==> src/rtl/load_store_unit.sv <==
// load_store_unit: byte/half/word load-store front end for a word-indexed data memory.
// Define LSU_MISALIGN_TRAP_EN to trap misaligned half/word accesses instead of force-aligning them.
module load_store_unit #(
  parameter int ADDR_LENGTH = 32,
  parameter int DATA_LENGTH = 32
) (
  input  logic                   i_clk,
  input  logic                   i_rst,
  input  logic                   i_req_valid,
  output logic                   o_req_ready,
  input  logic                   i_req_we,
  input  logic [ADDR_LENGTH-1:0] i_addr,
  input  logic [DATA_LENGTH-1:0] i_wdata,
  input  logic [1:0]             i_size,
  input  logic                   i_signed,
  output logic                   o_rsp_valid,
  output logic [DATA_LENGTH-1:0] o_rdata,
  output logic                   o_err,
  output logic [ADDR_LENGTH-1:0] o_mem_addr,
  output logic                   o_mem_we,
  output logic                   o_mem_re,
  output logic [4:0]             o_mem_size_control,
  output logic [DATA_LENGTH-1:0] o_mem_wdata,
  input  logic [DATA_LENGTH-1:0] i_mem_rdata
);
  typedef enum logic [1:0] {IDLE, RD, WR, RSP} state_t;
  state_t r_state, w_next;
  logic r_we, r_signed;
  logic [1:0] r_size;
  logic [ADDR_LENGTH-1:0] r_addr;
  logic [DATA_LENGTH-1:0] r_mem_wdata, r_rdata;
  logic w_accept, w_is_b, w_is_h, w_is_w, w_trap, w_r_b, w_r_h;
  logic [ADDR_LENGTH-1:0] w_addr;
  logic [7:0] w_b;
  logic [15:0] w_h;
  logic [DATA_LENGTH-1:0] w_load, w_merge;
  assign w_accept = i_req_valid && (r_state == IDLE);
  assign w_is_b = (i_size == 2'b01);
  assign w_is_h = (i_size == 2'b10);
  assign w_is_w = !w_is_b && !w_is_h;
  // Low address bits that cannot address a lane of this size are dropped at latch time.
  assign w_addr = {i_addr[ADDR_LENGTH-1:2], i_addr[1] & ~w_is_w, i_addr[0] & w_is_b};
`ifdef LSU_MISALIGN_TRAP_EN
  logic r_err;
  assign w_trap = (w_is_h & i_addr[0]) | (w_is_w & (|i_addr[1:0]));
  always_ff @(posedge i_clk or negedge i_rst)
    if (!i_rst) r_err <= 1'b0;
    else if (w_accept) r_err <= w_trap;
  assign o_err = r_err;
`else
  assign w_trap = 1'b0;
  assign o_err = 1'b0;
`endif
  assign w_r_b = (r_size == 2'b01);
  assign w_r_h = (r_size == 2'b10);
  assign w_b = i_mem_rdata[{r_addr[1:0], 3'b000} +: 8];
  assign w_h = i_mem_rdata[{r_addr[1], 4'b0000} +: 16];
  assign w_load = w_r_b ? {{(DATA_LENGTH-8){r_signed & w_b[7]}}, w_b}
                : w_r_h ? {{(DATA_LENGTH-16){r_signed & w_h[15]}}, w_h}
                : i_mem_rdata;
  always_comb begin
    w_merge = i_mem_rdata;
    if (w_r_b) w_merge[{r_addr[1:0], 3'b000} +: 8] = r_mem_wdata[7:0];
    else w_merge[{r_addr[1], 4'b0000} +: 16] = r_mem_wdata[15:0];
  end
  // Only full-word stores skip the read; sub-word stores read-modify-write.
  always_comb begin
    w_next = r_state;
    w_next = (r_state == IDLE) ? (i_req_valid ? (w_trap ? RSP : (i_req_we && w_is_w) ? WR : RD) : IDLE)
           : (r_state == RD)   ? (r_we ? WR : RSP)
           : (r_state == WR)   ? RSP
           : IDLE;
  end
  always_ff @(posedge i_clk or negedge i_rst)
    if (!i_rst) begin
      r_state     <= IDLE;
      r_we        <= 1'b0;
      r_signed    <= 1'b0;
      r_size      <= 2'b00;
      r_addr      <= '0;
      r_mem_wdata <= '0;
      r_rdata     <= '0;
    end else begin
      r_state <= w_next;
      if (w_accept) begin
        r_we        <= i_req_we;
        r_signed    <= i_signed;
        r_size      <= i_size;
        r_addr      <= w_addr;
        r_mem_wdata <= i_wdata;
        r_rdata     <= '0;
      end else if (r_state == RD) begin
        if (r_we) r_mem_wdata <= w_merge;
        else r_rdata <= w_load;
      end
    end
  assign o_req_ready        = (r_state == IDLE);
  assign o_mem_re           = (r_state == RD);
  assign o_mem_we           = (r_state == WR);
  assign o_rsp_valid        = (r_state == RSP);
  assign o_rdata            = r_rdata;
  assign o_mem_addr         = {2'b00, r_addr[ADDR_LENGTH-1:2]};
  assign o_mem_size_control = 5'b00000;
  assign o_mem_wdata        = r_mem_wdata;
endmodule
==> config.mk <==
export PLATFORM = sky130hd
export DESIGN_NAME = load_store_unit
export DESIGN_NICKNAME = d
export VERILOG_FILES = /design/src/rtl/load_store_unit.sv
export SDC_FILE = /design/constraint.sdc
export NUM_CORES = 1
export LEC_CHECK = 0
export CORE_MARGIN = 8
export CORE_UTILIZATION = 33
export CTS_BUF_LIST = sky130_fd_sc_hd__clkbuf_8
export DETAILED_ROUTE_END_ITERATION = 10
export GPL_TIMING_DRIVEN = 0
export HOLD_SLACK_MARGIN = 0.06
export PLACE_DENSITY = 0.67
export SYNTH_ARGS = -nofsm -noshare
export SYNTH_HDL_FRONTEND = slang
export SYNTH_SLANG_ARGS = --single-unit
==> constraint.sdc <==
create_clock -name i_clk -period 2.3 [get_ports i_clk]
set_input_delay 0.345 -clock i_clk [delete_from_list [all_inputs] [get_ports i_clk]]
set_output_delay 0.345 -clock i_clk [all_outputs]
set_load 0.005 [all_outputs]
==> metrics.cfg, run 1 <==
[outcome]
status = finished, final reports clean

[power_and_ir_drop]
peakVddDrop_mv = 0.5063
power_mw = 9.671
p_per_area_mw_per_mm2 = 1159
p_leak_nw = 3.658

[drt]
post_drt_wl_per_cell_um = 19.36
vias = 5455
drc = 0
via_per_inst = 5.117
drtIter0Drc = 359
drt-pass1-iter-count = 5
drt-total-wl_mm = 20.64
detail-route-antenna-nets = 0

[timing]
min_period_over_period_pct = 95.39
final_period_minus_worst_setup_slack_ns = 2.194
finalSetupViolCount = 0
clock_skew_ns = 0.01036
layout_setup_ws_ns = 0.1061
rsz0062_at_grt = true
hold_viol = 0
slew_violations = 0
clock.fmax_mhz = 455.8
holdWs_ns = 0.4475
fin_tns_setup_ns = 0
tightest_slew_ns = 0.6076
slew_headroom_pct = 58.33

[place]
place_ws_ns = -0.1537
placed_cell_area_mm2 = 0.008040
dp_hpwl_mm = 16.00
numPortBuffers = 200
place.gp.congestion = 0.8571
dp.cells = 1039

[cts]
cts_root_buf = clkbuf_8
cts_tree = yes
cts_max_path_buffers = 2
cts_inserted_buffers = 9
clock_sinks = 102
clkTransAtPathRegs_ns = 0.11
clk_latency_ns = 0.39
cts_max_level = 3

[synthesis]
yosys_warnings = 0
synth-seq-area-share_pct = 44.74
ys_types = 47
syn_area_mm2 = 0.005705
synth_area_per_cell_um2 = 9.415
netlist.area_leader.share_pct = 44.74
yosysTopAreaCell = dfrtp_1
synth_seq_cells = 102
synthCells = 606
synth_edf_count = 0
synth_area_leaders = dfrtp_1, nand2_1, buf_4
synthFlopType = dfrtp_1
synth-async-reset-ratio_pct = 100.0

[global_routing]
grt_start_max_net_pins = 66
gr-usage-all-layers_pct = 19.06
antenna_found_initial = 0
grt_remaining_overflow = 0
grt_pass1_wl_mm = 32.26
grt_pass1_vias = 5557

[cells_and_area]
fin_cells = 1066
final_cell_mix = clkdlybuf4s50_1, nand2_1, dfrtp_1, buf_4, a21oi_1
nets = 949
final_area_mm2 = 0.008343
final_layout_size_suffix_gt1_share_pct = 15.22
multi_input_comb_area_mm2 = 0.002660
num_antenna_cells = 0
final_core_util_pct = 48.74
filler_cell_count = 1661
layout_commonest_cell = clkdlybuf4s50_1
area_delta_synth_final_pct = 46.23
area.sequential_mm2 = 0.002554

[die]
core_region_area_mm2 = 0.01712
die_h_um = 147.5
fp.dieW_um = 147.5
initial_core_util_pct = 33.33
dieArea_mm2 = 0.02175
ios = 209
row_count = 48

[critical_path]
rrSetupSlack_ns = 0.11
crit_end = o_mem_wdata[6]$_DFFE_PN0P_
start_kind = flip-flop
rr_worst_depth = 8
path_class = reg2reg
crit_slowest_cell = a211oi_2
cp_max_fo = 10
worst-path-stages = 8
path_buf_inv = 3
rr_endpoint = o_mem_wdata[6]$_DFFE_PN0P_
path_delay_family = compound AO/OA/AOI/OAI gates
critPathCaptureType = flip-flop
arrival_ns = 2.54
critPathMaxStageDelay_ns = 0.56
reg2reg_from = r_addr[0]$_DFFE_PN0P_
cp.required_ns = 2.65
setup.worst_path.start = r_addr[0]$_DFFE_PN0P_
crit_chain = buf_8 -> clkinvlp_4 -> buf_4 -> ha_1 -> and3b_1 -> a211oi_2 -> a22o_1 -> mux2_2

[hold_path]
hold_class = in2async

[run]
max_cap_viol_count = 0

-- routing by layer --
layer / vias up / wire length (um) / global-route usage, %
li1: 2550 / - / -
met1: 2655 / 8373 / 22.81
met2: 215 / 9741 / 30.55
met3: 35 / 1974 / 7.521
met4: 0 / 545 / 6.731
met5: - / 0 / 0
-- power by group --
part	switching [mW]	internal, mW
logic	2.60	2.93
clock network	0.699	0.407
registers	0.509	2.52
total	3.81	5.86
-- how the worst min path moves through the flow --
stage	startpoint	end	slack (ns)
2_1_floorplan	i_rst	o_mem_wdata[0]$_DFFE_PN0P_	0.05
3_3_place_gp	r_addr[10]$_DFFE_PN0P_	r_addr[10]$_DFFE_PN0P_	0.46
3_5_place_dp	i_rst	o_rdata[13]$_DFFE_PN0P_	0.36
4_1_cts	i_addr[25]	r_addr[25]$_DFFE_PN0P_	0.44
5_1_grt	i_addr[24]	r_addr[24]$_DFFE_PN0P_	0.44
6_report	i_rst	o_rdata[17]$_DFFE_PN0P_	0.45
-- state kept, by name, indices dropped and copies added, names as in the netlist --
name and cells:
r_we 1, o_mem_wdata 32, r_size 2, r_signed 1, r_state 2, r_addr 32, o_rdata 32
-- synth_stat cells (9+ instances only) --
| cell | n |
|---|---|
| a211o_1 | 16 |
| a21oi_1 | 42 |
| a221oi_1 | 23 |
| a22o_1 | 9 |
| a32o_1 | 9 |
| buf_2 | 15 |
| buf_4 | 39 |
| clkbuf_1 | 18 |
| dfrtp_1 | 102 |
| ha_1 | 10 |
| inv_1 | 10 |
| mux2i_1 | 19 |
| nand2_1 | 156 |
| nand3_1 | 10 |
| nor2_1 | 33 |
| o21ai_0 | 25 |
| o21ai_2 | 10 |
-- timing repair --
action	CTS	global route
hold buffers	1	0
buffers inserted	2	8
pin swaps	0	2
gates resized for setup	4	10
endpoints found under the setup margin	16	51
hold endpoints to repair	37	0
-- cells by family after synthesis --
kind of cell             Yosys count  share of synthesized area [%]
other                              1                        0.06573
buffers and inverters             88                          9.364
adder cells (fa/ha/maj)           10                          2.193
AND/OR/NAND/NOR                  219                          16.27
AO/OA/AOI/OAI                    152                          19.69
multiplexers                      34                          7.675
flip-flops                       102                          44.74
-- layout make-up --
class                   instances  area share (%)
multi-input cells             423           31.88
well taps                     225           3.374
clock buffers                   9           1.485
inverters                      10          0.5399
clock inverters                 7          0.6749
flip-flops and latches        102           30.61
repair buffers                212           25.31
plain buffers                  78           6.119
Power figures use the tool's default switching activity.
==> run 2: changes to the inputs <==
--- a/config.mk
+++ b/config.mk
@@ -15,3 +15,4 @@
 export SYNTH_ARGS = -nofsm -noshare
 export SYNTH_HDL_FRONTEND = slang
 export SYNTH_SLANG_ARGS = --single-unit
+export TNS_END_PERCENT = 50
==> metrics.cfg, run 2 (same netlist as run 1, synthesis figures left out) <==
[outcome]
status = finished, final reports clean

[global_routing]
grt_pass1_vias = 5557
grt_remaining_overflow = 0
grt_pass1_wl_mm = 32.26
gr-usage-all-layers_pct = 19.06
grt_start_max_net_pins = 66
antenna_found_initial = 0

[place]
dp.cells = 1039
dp_hpwl_mm = 16.00
place.gp.congestion = 0.8571
place_ws_ns = -0.1537
numPortBuffers = 200
placed_cell_area_mm2 = 0.008040

[power_and_ir_drop]
p_int_mw = 5.845
peakVddDrop_mv = 0.5060
p_per_area_mw_per_mm2 = 1160
power_mw = 9.670
p_sw_mw = 3.825
pwr-share-clk_pct = 11.5
comb_power_share_pct = 57.2
p_sw_share_pct = 39.55
p_leak_nw = 3.648
p_seq_share_pct = 31.3

[drt]
drt-pass1-iter-count = 5
detail-route-antenna-nets = 0
vias = 5440
post_drt_wl_per_cell_um = 19.41
via_per_inst = 5.113
drc = 0
drtIter0Drc = 342
drt-total-wl_mm = 20.65

[critical_path]
critPathCaptureType = flip-flop
arrival_ns = 2.55
cp.required_ns = 2.65
cp_max_fo = 10
start_kind = flip-flop
path_class = reg2reg

[cts]
clkTransAtPathRegs_ns = 0.11
cts_inserted_buffers = 9
cts_tree = yes
cts_root_buf = clkbuf_8
clock_sinks = 102
cts_max_level = 3
cts_max_path_buffers = 2
clk_latency_ns = 0.40

[die]
ios = 209
die_h_um = 147.5
fp.dieW_um = 147.5
dieArea_mm2 = 0.02175
initial_core_util_pct = 33.33
core_region_area_mm2 = 0.01712
row_count = 48

[timing]
rsz0062_at_grt = true
layout_setup_ws_ns = 0.09964
holdWs_ns = 0.4544
slew_violations = 0
finalSetupViolCount = 0
hold_viol = 0
tightest_slew_ns = 0.6119
fin_tns_setup_ns = 0
slew_headroom_pct = 58.04
final_period_minus_worst_setup_slack_ns = 2.200
clock_skew_ns = 0.01041
min_period_over_period_pct = 95.67
clock.fmax_mhz = 454.5

[cells_and_area]
layout_commonest_cell = clkdlybuf4s50_1
final_layout_size_suffix_gt1_share_pct = 15.02
area_delta_synth_final_pct = 46.10
fin_cells = 1064
final_cell_mix = clkdlybuf4s50_1, nand2_1, dfrtp_1, buf_4, a21oi_1
num_antenna_cells = 0
final_area_mm2 = 0.008335
final_core_util_pct = 48.70
nets = 947

[run]
max_cap_viol_count = 0

[hold_path]
hold_class = in2async

## run 2: repair_timing
action                                  CTS  global route
resized for setup                         4            11
pin swaps                                 0             1
endpoints found under the setup margin   16            51
hold endpoints to repair                 37             0
hold buffers                              1             0
setup buffers                             2             6
## run 2: critical path, cell delays in order (launching register included)
cell        delay (ns)
dfrtp_2           0.41
buf_8             0.17
clkinvlp_4        0.11
buf_4             0.14
ha_1              0.18
and3b_1           0.17
a211oi_2          0.56
a22o_1            0.25
mux2_2            0.15
## run 2: power by group through the flow
stage               registers [mW]  clock network, mW  logic [mW]
global placement              3.03                  0        5.36
detailed placement            3.06                  0        5.41
finish                        3.03               1.11        5.53
CTS                           3.02               1.15        5.46
floorplan                     2.97                  0        2.95
global route                  3.12               1.24        6.04
## run 2: final cells by class
cell class	instances	area, um^2
fill	1663	8781
multi-input combinational	423	2668
sequential	102	2554
timing repair buffer	210	2097
buffer	78	510.5
tap	225	281.5
clock buffer	9	123.9
clock inverter	7	56.30
inverter	10	45.04
## run 2: path summary, 6_finish.rpt
kind,from,to,slack (ns),cells after the start
min reg2reg,r_addr[24]$_DFFE_PN0P_,r_addr[24]$_DFFE_PN0P_,0.48,2
max,r_addr[0]$_DFFE_PN0P_,o_mem_wdata[6]$_DFFE_PN0P_,0.1,8
min,i_rst,o_rdata[17]$_DFFE_PN0P_,0.45,2
max reg2reg,r_addr[0]$_DFFE_PN0P_,o_mem_wdata[6]$_DFFE_PN0P_,0.1,8
min in group i_clk,i_addr[25],r_addr[25]$_DFFE_PN0P_,0.46,3
max in group asynchronous,i_rst,r_addr[17]$_DFFE_PN0P_,1.11,3
## run 2: layer usage
layer	GRT usage, %	share of wire, %	vias up	routed length, um
met1	22.81	41	2650	8368
met4	6.731	2.6	0	546
met2	30.55	47	211	9786
met5	0	0	-	0
met3	7.521	9.4	35	1951
li1	-	-	2544	-
==> run 3: changes to the inputs <==
--- a/config.mk
+++ b/config.mk
@@ -5,13 +5,15 @@
 export SDC_FILE = /design/constraint.sdc
 export NUM_CORES = 1
 export LEC_CHECK = 0
+export CELL_PAD_IN_SITES_DETAIL_PLACEMENT = 1
+export CELL_PAD_IN_SITES_GLOBAL_PLACEMENT = 1
 export CORE_MARGIN = 8
 export CORE_UTILIZATION = 33
 export CTS_BUF_LIST = sky130_fd_sc_hd__clkbuf_8
 export DETAILED_ROUTE_END_ITERATION = 10
 export GPL_TIMING_DRIVEN = 0
 export HOLD_SLACK_MARGIN = 0.06
-export PLACE_DENSITY = 0.67
+export PLACE_DENSITY = 0.85
 export SYNTH_ARGS = -nofsm -noshare
 export SYNTH_HDL_FRONTEND = slang
 export SYNTH_SLANG_ARGS = --single-unit
==> metrics.cfg, run 3 (same netlist as run 1, synthesis figures left out) <==
[outcome]
status = finished, final reports clean

[global_routing]
grt_remaining_overflow = 0
grt_pass1_wl_mm = 35.11
grt_pass1_vias = 5933
gr-usage-all-layers_pct = 20.89
grt_start_max_net_pins = 54
antenna_found_initial = 0

[critical_path]
crit_slowest_cell = a211oi_4
critPathMaxStageDelay_ns = 0.48
rrSetupSlack_ns = 0.09
cp_max_fo = 10
cp.required_ns = 2.63
crit_chain = buf_8 -> clkinvlp_4 -> buf_4 -> ha_1 -> and3b_1 -> a211oi_4 -> a22o_1 -> mux2_2
path_class = reg2reg
critPathCaptureType = flip-flop
arrival_ns = 2.55
start_kind = flip-flop

[cells_and_area]
nets = 947
layout_commonest_cell = clkdlybuf4s50_1
multi_input_comb_area_mm2 = 0.002703
num_antenna_cells = 0
final_area_mm2 = 0.008373
filler_cell_count = 2008
final_core_util_pct = 48.92
area_delta_synth_final_pct = 46.75
area.sequential_mm2 = 0.002554
final_cell_mix = clkdlybuf4s50_1, nand2_1, dfrtp_1, buf_4, a21oi_1
final_layout_size_suffix_gt1_share_pct = 15.73

[place]
dp_hpwl_mm = 17.61
place.gp.congestion = 0.8710
numPortBuffers = 200
placed_cell_area_mm2 = 0.008040

[timing]
final_period_minus_worst_setup_slack_ns = 2.214
slew_violations = 0
clock_skew_ns = 0.01511
min_period_over_period_pct = 96.26
finalSetupViolCount = 0
slew_headroom_pct = 53.48
fin_tns_setup_ns = 0
tightest_slew_ns = 0.6978
clock.fmax_mhz = 451.7
hold_viol = 0

[cts]
cts_tree = yes
cts_max_level = 3
cts_inserted_buffers = 9
cts_max_path_buffers = 2
clock_sinks = 102
cts_root_buf = clkbuf_8
clk_latency_ns = 0.39
clkTransAtPathRegs_ns = 0.10

[drt]
drt-total-wl_mm = 22.87
detail-route-antenna-nets = 0
vias = 5584
drtIter0Drc = 279
drt-pass1-iter-count = 4
drc = 0
via_per_inst = 5.248
post_drt_wl_per_cell_um = 21.50

[die]
core_region_area_mm2 = 0.01712
ios = 209
die_h_um = 147.5
row_count = 48
dieArea_mm2 = 0.02175
fp.dieW_um = 147.5
initial_core_util_pct = 33.33

[hold_path]
hold_class = in2reg

[power_and_ir_drop]
p_per_area_mw_per_mm2 = 1185
peakVddDrop_mv = 0.4045
p_leak_nw = 3.662

[run]
max_cap_viol_count = 0

## run 3: cell count changes in the layout (fill, tap and decap cells not counted), sizes merged
cell	delta
inv	-2
buf	-2
clkbuf	+3
clkinv	+1
## run 3: cell type report
cell class / instances / area share (%)
Multi-Input combinational cell: 423 / 32.28
Buffer: 78 / 6.201
Timing Repair Buffer: 210 / 25.04
Sequential cell: 102 / 30.50
Clock inverter: 6 / 0.4334
Inverter: 10 / 0.5380
Clock buffer: 10 / 1.644
Tap cell: 225 / 3.362
## run 3: path summary, 6_finish.rpt
kind                                              from                          to  depth (start not counted)
worst max-delay path             r_addr[0]$_DFFE_PN0P_  o_mem_wdata[6]$_DFFE_PN0P_                          8
worst min-delay path                        i_addr[27]      r_addr[27]$_DFFE_PN0P_                          3
worst max register to register   r_addr[0]$_DFFE_PN0P_  o_mem_wdata[6]$_DFFE_PN0P_                          8
worst min register to register  r_addr[15]$_DFFE_PN0P_      r_addr[15]$_DFFE_PN0P_                          2
max in group asynchronous                        i_rst       r_addr[0]$_DFFE_PN0P_                          3
min in group asynchronous                        i_rst      o_rdata[5]$_DFFE_PN0P_                          2
## run 3: worst max-delay path, delay by kind of cell (launching register included)
family | cells | cell delay, ns
DFF | 1 | 0.40
and+or+nand+nor | 1 | 0.20
buffers and inverters | 3 | 0.53
AOI/OAI and AO/OA | 2 | 0.70
muxes | 1 | 0.14
adders and majority gates | 1 | 0.19
## run 3: per-layer routing
metal,global-route usage (%),vias to the layer above,part of all wire [%]
met4,8.261,0,2.5
met2,34.54,201,50
met5,0,-,0
li1,-,2545,-
met1,25.35,2804,40
met3,5.747,34,8.1
## run 3: timing repair
action                                 CTS  global route
setup buffers                            5             3
setup endpoints to repair               78            60
endpoints found under the hold margin   49             0
pin swaps                                1             1
resized for setup                        8            19
hold buffers                             1             0
cloned                                   0             0
## run 3: power breakdown
| part | switching [mW] | leakage [nW] | internal, mW | total [mW] |
|---|---|---|---|---|
| clock | 0.673 | 0.0922 | 0.421 | 1.09 |
| combinational | 2.79 | 2.29 | 2.99 | 5.78 |
| sequential | 0.529 | 1.28 | 2.52 | 3.05 |
## run 3: per-stage QoR
step | total power, mW | setup slack [ns] | std cells | hold WS (ns)
2_1_floorplan | 5.918 | 0.2783 | 613 | 0.04941
3_3_place_gp | 8.406 | -3.270 | 1038 | 0.4595
3_5_place_dp | 8.610 | -0.2619 | 1039 | 0.4249
4_1_cts | 9.841 | 0.01312 | 1061 | 0.4503
5_1_grt | 10.62 | -0.03833 | 1064 | 0.4512
6_report | 9.920 | 0.08602 | 1064 | 0.4739
